[src/rtl/rv_wb_pkg.sv]
// Shared types and constants for the write-back arbiter and its long-latency FIFO.
package rv_wb_pkg;

  localparam int         WB_DEPTH_DEFAULT = 4;
  localparam logic [4:0] REG_ZERO         = 5'd0;

  typedef struct packed {
    logic [4:0]  rd;
    logic [31:0] data;
  } wb_entry_t;

endpackage

[src/rtl/wb_arbiter_if.sv]
// Bus bundle between the pipeline/long-latency producers, the decode stage and the arbiter.
interface wb_arbiter_if;
  logic        pipe_wr_en;
  logic [4:0]  pipe_rd;
  logic [31:0] pipe_data;
  logic        lr_valid;
  logic        lr_ready;
  logic [4:0]  lr_rd;
  logic [31:0] lr_data;
  logic        issue_en;
  logic [4:0]  issue_rd;
  logic [4:0]  rs1_q;
  logic [4:0]  rs2_q;
  logic [4:0]  rd_q;
  logic        stall;
  logic        write_reg;
  logic [4:0]  rd;
  logic [31:0] data_in;
  logic        err;

  modport slave (
    input  pipe_wr_en, pipe_rd, pipe_data,
    input  lr_valid, lr_rd, lr_data,
    input  issue_en, issue_rd,
    input  rs1_q, rs2_q, rd_q,
    output lr_ready, stall, write_reg, rd, data_in, err
  );

  modport master (
    output pipe_wr_en, pipe_rd, pipe_data,
    output lr_valid, lr_rd, lr_data,
    output issue_en, issue_rd,
    output rs1_q, rs2_q, rd_q,
    input  lr_ready, stall, write_reg, rd, data_in, err
  );
endinterface

[src/rtl/wb_fifo.sv]
// Synchronous FIFO of write-back entries; pointers carry one extra wrap bit so full/empty
// fall out of the pointer difference.
module wb_fifo
  import rv_wb_pkg::*;
#(
  parameter int DEPTH = WB_DEPTH_DEFAULT
) (
  input  logic                     clk,
  input  logic                     reset,
  input  logic                     push,
  input  logic                     pop,
  input  wb_entry_t                push_entry,
  output wb_entry_t                head,
  output logic                     full,
  output logic                     empty,
  output logic [$clog2(DEPTH):0]   count
);

  localparam int          AW       = $clog2(DEPTH);
  localparam logic [AW:0] FULL_CNT = (AW+1)'(DEPTH);

  logic [AW:0] wr_ptr_q, wr_ptr_d;
  logic [AW:0] rd_ptr_q, rd_ptr_d;
  logic        push_ok, pop_ok;
  wb_entry_t   mem_q [DEPTH];

  always_comb begin
    count    = wr_ptr_q - rd_ptr_q;
    full     = (count == FULL_CNT);
    empty    = (count == '0);
    // full is the pre-pop view, so a simultaneous pop never makes room for a push
    push_ok  = push && !full;
    pop_ok   = pop && !empty;
    wr_ptr_d = wr_ptr_q + {{AW{1'b0}}, push_ok};
    rd_ptr_d = rd_ptr_q + {{AW{1'b0}}, pop_ok};
    head     = mem_q[rd_ptr_q[AW-1:0]];
  end

  always_ff @(posedge clk or posedge reset) begin
    if (reset) begin
      wr_ptr_q <= '0;
      rd_ptr_q <= '0;
    end else begin
      wr_ptr_q <= wr_ptr_d;
      rd_ptr_q <= rd_ptr_d;
    end
  end

  always_ff @(posedge clk) begin
    if (push_ok) mem_q[wr_ptr_q[AW-1:0]] <= push_entry;
  end

endmodule

[src/rtl/wb_arbiter.sv]
// Register-file write-port arbiter: pipeline results win, buffered long-latency results
// fill idle slots, and a busy scoreboard holds decode until pending destinations land.
module wb_arbiter
  import rv_wb_pkg::*;
#(
  parameter int DEPTH = WB_DEPTH_DEFAULT
) (
  input  logic        clk,
  input  logic        reset,
  wb_arbiter_if.slave wb
);

  localparam int          AW       = $clog2(DEPTH);
  localparam logic [AW:0] FULL_CNT = (AW+1)'(DEPTH);

  wb_entry_t   fifo_head, fifo_in;
  logic        fifo_full, fifo_empty;
  logic [AW:0] fifo_count;
  logic        push, pop, pipe_real, starve;
  logic        wr_en;
  logic [4:0]  wr_rd;
  logic [31:0] wr_data;
  logic [31:0] busy_q, busy_d;
  logic        err_q, err_d;

  always_comb begin
    fifo_in.rd   = wb.lr_rd;
    fifo_in.data = wb.lr_data;
  end

  wb_fifo #(.DEPTH(DEPTH)) u_fifo (
    .clk        (clk),
    .reset      (reset),
    .push       (push),
    .pop        (pop),
    .push_entry (fifo_in),
    .head       (fifo_head),
    .full       (fifo_full),
    .empty      (fifo_empty),
    .count      (fifo_count)
  );

  always_comb begin
    pipe_real = wb.pipe_wr_en && (wb.pipe_rd != REG_ZERO);
    pop       = !reset && !pipe_real && !fifo_empty;
    push      = !reset && wb.lr_valid && !fifo_full;
    starve    = (fifo_count == FULL_CNT);

    wr_en   = 1'b0;
    wr_rd   = REG_ZERO;
    wr_data = '0;
    if (!reset && pipe_real) begin
      wr_en   = 1'b1;
      wr_rd   = wb.pipe_rd;
      wr_data = wb.pipe_data;
    end else if (pop) begin
      // an x0 entry still consumes its slot but never reaches the register file
      wr_en   = (fifo_head.rd != REG_ZERO);
      wr_rd   = fifo_head.rd;
      wr_data = fifo_head.data;
    end

    busy_d = busy_q;
    err_d  = err_q;
    if (pop && fifo_head.rd != REG_ZERO) begin
      if (!busy_q[fifo_head.rd]) err_d = 1'b1;
      busy_d[fifo_head.rd] = 1'b0;
    end
    // applied after the clear so a same-edge issue keeps the register busy
    if (wb.issue_en && wb.issue_rd != REG_ZERO) begin
      if (busy_q[wb.issue_rd]) err_d = 1'b1;
      busy_d[wb.issue_rd] = 1'b1;
    end
    busy_d[0] = 1'b0;
  end

  always_ff @(posedge clk or posedge reset) begin
    if (reset) begin
      busy_q <= '0;
      err_q  <= 1'b0;
    end else begin
      busy_q <= busy_d;
      err_q  <= err_d;
    end
  end

  assign wb.lr_ready  = !reset && !fifo_full;
  assign wb.stall     = !reset && (busy_q[wb.rs1_q] || busy_q[wb.rs2_q] || busy_q[wb.rd_q] || starve);
  assign wb.write_reg = wr_en;
  assign wb.rd        = wr_rd;
  assign wb.data_in   = wr_data;
  assign wb.err       = err_q;

endmodule

[src/flat_wrapper.sv]
// flat-port wrapper written by rule: the top's interface ports become plain ports
module wb_arbiter_flat import rv_wb_pkg::*;
#(
  parameter int DEPTH = WB_DEPTH_DEFAULT
)
  (clk, reset, wb_pipe_wr_en, wb_pipe_rd, wb_pipe_data, wb_lr_valid, wb_lr_rd, wb_lr_data, wb_issue_en, wb_issue_rd, wb_rs1_q, wb_rs2_q, wb_rd_q, wb_lr_ready, wb_stall, wb_write_reg, wb_rd, wb_data_in, wb_err);
  wb_arbiter_if wb_i ();
  input  logic clk;
  input  logic reset;
  input wire logic [$bits(wb_i.pipe_wr_en)-1:0] wb_pipe_wr_en;
  input wire logic [$bits(wb_i.pipe_rd)-1:0] wb_pipe_rd;
  input wire logic [$bits(wb_i.pipe_data)-1:0] wb_pipe_data;
  input wire logic [$bits(wb_i.lr_valid)-1:0] wb_lr_valid;
  input wire logic [$bits(wb_i.lr_rd)-1:0] wb_lr_rd;
  input wire logic [$bits(wb_i.lr_data)-1:0] wb_lr_data;
  input wire logic [$bits(wb_i.issue_en)-1:0] wb_issue_en;
  input wire logic [$bits(wb_i.issue_rd)-1:0] wb_issue_rd;
  input wire logic [$bits(wb_i.rs1_q)-1:0] wb_rs1_q;
  input wire logic [$bits(wb_i.rs2_q)-1:0] wb_rs2_q;
  input wire logic [$bits(wb_i.rd_q)-1:0] wb_rd_q;
  output wire logic [$bits(wb_i.lr_ready)-1:0] wb_lr_ready;
  output wire logic [$bits(wb_i.stall)-1:0] wb_stall;
  output wire logic [$bits(wb_i.write_reg)-1:0] wb_write_reg;
  output wire logic [$bits(wb_i.rd)-1:0] wb_rd;
  output wire logic [$bits(wb_i.data_in)-1:0] wb_data_in;
  output wire logic [$bits(wb_i.err)-1:0] wb_err;
  assign wb_i.pipe_wr_en = wb_pipe_wr_en;
  assign wb_i.pipe_rd = wb_pipe_rd;
  assign wb_i.pipe_data = wb_pipe_data;
  assign wb_i.lr_valid = wb_lr_valid;
  assign wb_i.lr_rd = wb_lr_rd;
  assign wb_i.lr_data = wb_lr_data;
  assign wb_i.issue_en = wb_issue_en;
  assign wb_i.issue_rd = wb_issue_rd;
  assign wb_i.rs1_q = wb_rs1_q;
  assign wb_i.rs2_q = wb_rs2_q;
  assign wb_i.rd_q = wb_rd_q;
  assign wb_lr_ready = wb_i.lr_ready;
  assign wb_stall = wb_i.stall;
  assign wb_write_reg = wb_i.write_reg;
  assign wb_rd = wb_i.rd;
  assign wb_data_in = wb_i.data_in;
  assign wb_err = wb_i.err;
  wb_arbiter #(.DEPTH(DEPTH)) u_core (.clk(clk), .reset(reset), .wb(wb_i));
endmodule
[config.mk]
export PLATFORM = sky130hd
export DESIGN_NAME = wb_arbiter_flat
export DESIGN_NICKNAME = d
export VERILOG_FILES = /design/src/rtl/rv_wb_pkg.sv /design/src/rtl/wb_arbiter_if.sv /design/src/rtl/wb_fifo.sv /design/src/rtl/wb_arbiter.sv /design/src/flat_wrapper.sv
export SDC_FILE = /design/constraint.sdc
export NUM_CORES = 1
export LEC_CHECK = 0
export CAP_MARGIN = 15
export CORE_MARGIN = 2
export CORE_UTILIZATION = 30
export DETAILED_ROUTE_END_ITERATION = 7
export GPL_TIMING_DRIVEN = 0
export PLACE_DENSITY = 0.55
export SYNTH_ARGS = -nofsm -noshare
export SYNTH_HDL_FRONTEND = slang
export SYNTH_SLANG_ARGS = --single-unit
[constraint.sdc]
create_clock -name clk -period 6.2 [get_ports clk]
set_input_delay 1.24 -clock clk [delete_from_list [all_inputs] [get_ports clk]]
set_output_delay 1.24 -clock clk [all_outputs]
set_load 0.1 [all_outputs]
==> results by group <==
Run status
  – Status: finished clean

Logic synthesis
  – Cell Area, Synth: 8690 sq um
  – Cell count after synthesis: 514
  – Top_reg_cell synth: edfxtp_1
  – Largest area contributor in the netlist: edfxtp_1
  – Syn Nets: 619
  – Seq cells post-synth: 186
  – Synth warn: 0
  – Register area share after synthesis: 62.1%
  – Number of enable flip-flop cells after synthesis: 148
  – Asr flop ratio synth: 20.4%
  – Most frequent cell after synthesis: edfxtp_1
  – Cell variety after synth: 38
  – Synth top area share: 51.1%
  – Avg Inst Size Synth: 16.9 sq um
  – Synth cell count leaders: edfxtp_1 (148), mux4_2 (70), o21ai_0 (66)
  – Synth top area cells: edfxtp_1 (51%), mux4_2 (18%), dfrtp_1 (11%)

Drt
  – Met3 Wirelength: 1.77 mm
  – Wire length on met2: 10.9 mm
  – M1 WL: 9.68 mm
  – Post-route ant nets: 0
  – Uppermost layer routed: met5
  – DRC violations left: 0
  – WL final: 22.7 mm
  – Drt first pass iters: 5
  – Via Count: 5588
  – Starting DRT DRC Count: 536
  – Routed length per instance: 21.1 microns
  – Via density: 5.18

Job
  – Max-cap violations: 0

Layout
  – Layout Nets: 785
  – Final instance area: 11400 sq um
  – P&R area growth vs syn: 31.3%
  – Final Non-Filler Cells: 1078
  – Layout cells sized above 1: 19.2%
  – Fill count: 2625

Global route
  – First-pass GRT wire length: 35.1 mm
  – Grt ovf: 0
  – Largest net degree at the start of global routing: 28
  – Initial antenna violation count: 3
  – Vias in the first global route: 6028
  – GR Util All Layers: 15.3%

Clocking
  – Num CTS Buffers: 17
  – CTS tree: yes
  – Clk root buf: clkbuf_16
  – Clk slew on worst S/H paths: 0.07 ns
  – Clock sink count: 186
  – Setup bufs post-CTS: 0
  – Worst-Skew Late Latency: 0.42 ns
  – H-tree depth: 4
  – Clk buf depth: 2

Min path
  – Min-delay src: u_core.u_fifo.rd_ptr_q[2]
  – Hold/Removal Path Class: reg2reg

Setup path
  – WP data required: 4.96 ns
  – WS Path Type: reg2out
  – Slowest stage delay, CP: 1.14 ns
  – Crit path from: u_core.u_fifo.rd_ptr_q[1]
  – Crit-path slowest cell: clkdlybuf4s50_1
  – Critical Path Start Type: register
  – CP endpoint kind: primary output
  – Reg2Reg Launch Point: u_core.u_fifo.rd_ptr_q[1]
  – CP cell instances: buf_1 -> buf_1 -> inv_1 -> ha_1 -> nor2b_1 -> xnor2_1 -> a311oi_4 -> buf_6 -> a22o_1 -> clkdlybuf4s50_1
  – Arr. time, crit path: 4.73 ns
  – Max FO, Critical Path: 10
  – Critical Path Most Common Cell: buf_1

Timing
  – Worst Clk Skew: 0.00786 ns
  – Slew @ Worst Pin: 0.977 ns
  – Fin crit share: 96.3%
  – RSZ-0062 raised after global routing: false
  – Final worst slack: 0.228 ns
  – Max-slew violation count: 0
  – Total Neg Setup Slack: 0 ns
  – Peak Freq: 167 MHz
  – Final Hold Viols: 0
  – Slew margin rel.: 34.8%
  – Tmin final: 5.97 ns
  – Final setup viols: 0

Floorplanning
  – Starting Density: 30.4%
  – Core outline area: 28600 sq um
  – Full die area: 30300 sq um
  – Row count: 62
  – I/O Pins: 140
  – Chip width: 174 microns
  – Die H: 174 microns

Placed design
  – HPWL after detailed placement: 16.5 mm
  – Port Buffer Count: 135
  – Gpl congestion: 0.856
  – Dpl ws: 0.144 ns
  – Placed cells: 1045
  – Placed cell area: 10700 sq um

Power
  – Static leakage: 4.28 nW
  – Pwr dens: 465 nW/um^2
  – Worst vdd ir: 0.000233 V
## registers in the layout, summed over array words and instances (netlist names)
register,cells
u_core.wb.err,1
u_core.u_fifo.rd_ptr_q,3
u_core.u_fifo.wr_ptr_q,3
u_core.busy_q,31
u_core.u_fifo.mem_q,148
## worst paths after layout
check / endpoint / slack (ns) / cells after the start
hold / removal: u_core.u_fifo.rd_ptr_q[2] / 0.49 / 1
setup reg to reg: u_core.u_fifo.mem_q[2][1] / 2.24 / 12
hold reg to reg: u_core.u_fifo.rd_ptr_q[2] / 0.49 / 1
max in group asynchronous: u_core.busy_q[25] / 4.15 / 3
setup / recovery: wb_rd[3] / 0.23 / 10
min in group asynchronous: u_core.busy_q[7] / 1.48 / 2
## placed cells by master (no fill, tap or decap), types with 3 or more instances in the layout
master,instances
mux2_2,7
mux4_2,70
clkdlybuf4s50_1,104
nand2_1,19
or3_1,3
o21ai_0,66
edfxtp_1,148
bufinv_16,5
a22o_1,37
buf_2,7
ha_1,6
clkbuf_16,17
dfrtp_1,38
xor2_1,3
o31ai_1,3
nor2b_1,3
o21ai_1,3
clkbuf_1,11
buf_6,9
o22ai_1,7
buf_1,6
nand3_1,6
dlygate4sd2_1,3
inv_1,11
mux2i_1,26
nand3b_1,9
nor2_1,7
dlymetal6s2s_1,28
## final cells by class
type	instances	area (sq um)	area share [%]
antenna	1	2.50	0.0219
buffer	25	129	1.13
clock buffer	20	437	3.83
clock inverter	12	196	1.72
inverter	11	41.3	0.362
multi-input combinational	292	3140	27.5
sequential	186	5400	47.3
tap	384	480	4.21
timing repair buffer	147	1590	13.9
## critical path, delay by kind of cell (launching register included)
family	cells	cell delay, ns
buffers and inverters	5	2.65
AOI/OAI and AO/OA	2	0.74
DFF	1	0.46
adders and majority gates	1	0.20
and+or+nand+nor	1	0.13
xor gates and xnor gates	1	0.12
## per-layer routing
metal / track usage [%] / up-vias
li1: - / 2470
met1: 20.1 / 2844
met2: 24.6 / 238
met3: 4.51 / 32
met4: 4.38 / 4
met5: 0 / -
## metrics by stage
step	util (%)	power (mW)	hold WS [ns]
6_report	39.9	5.31	0.488
2_1_floorplan	-	3.48	0.458
4_1_cts	39.6	5.35	0.491
5_1_grt	39.9	5.56	0.496
3_3_place_gp	36.8	4.12	0.476
3_5_place_dp	37.4	4.19	0.480
## logic make-up (layout without fill, tap and decap cells)
family,count (synthesis),after routing,share of synthesized area [%]
xor gates and xnor gates,4,4,0.403
AOI/OAI and AO/OA,122,122,9.23
and+or+nand+nor,57,57,3.43
buffers and inverters,36,215,1.96
muxes,103,103,22.0
DFF,186,186,62.1
adders and majority gates,6,6,0.864
other,0,1,0
## where the power goes
part	total, mW	internal [mW]	switching, mW	leakage (nW)
clock network	1.16	0.715	0.443	0.304
logic	2.30	0.922	1.37	2.18
registers	1.86	1.60	0.252	1.79
total	5.31	3.24	2.07	4.28
## timing repair
action,4_1_cts,5_1_grt
setup endpoints to repair,3,28
hold buffers,0,0
gates resized for setup,3,28
No activity file was read; power rests on OpenSTA's default activity.
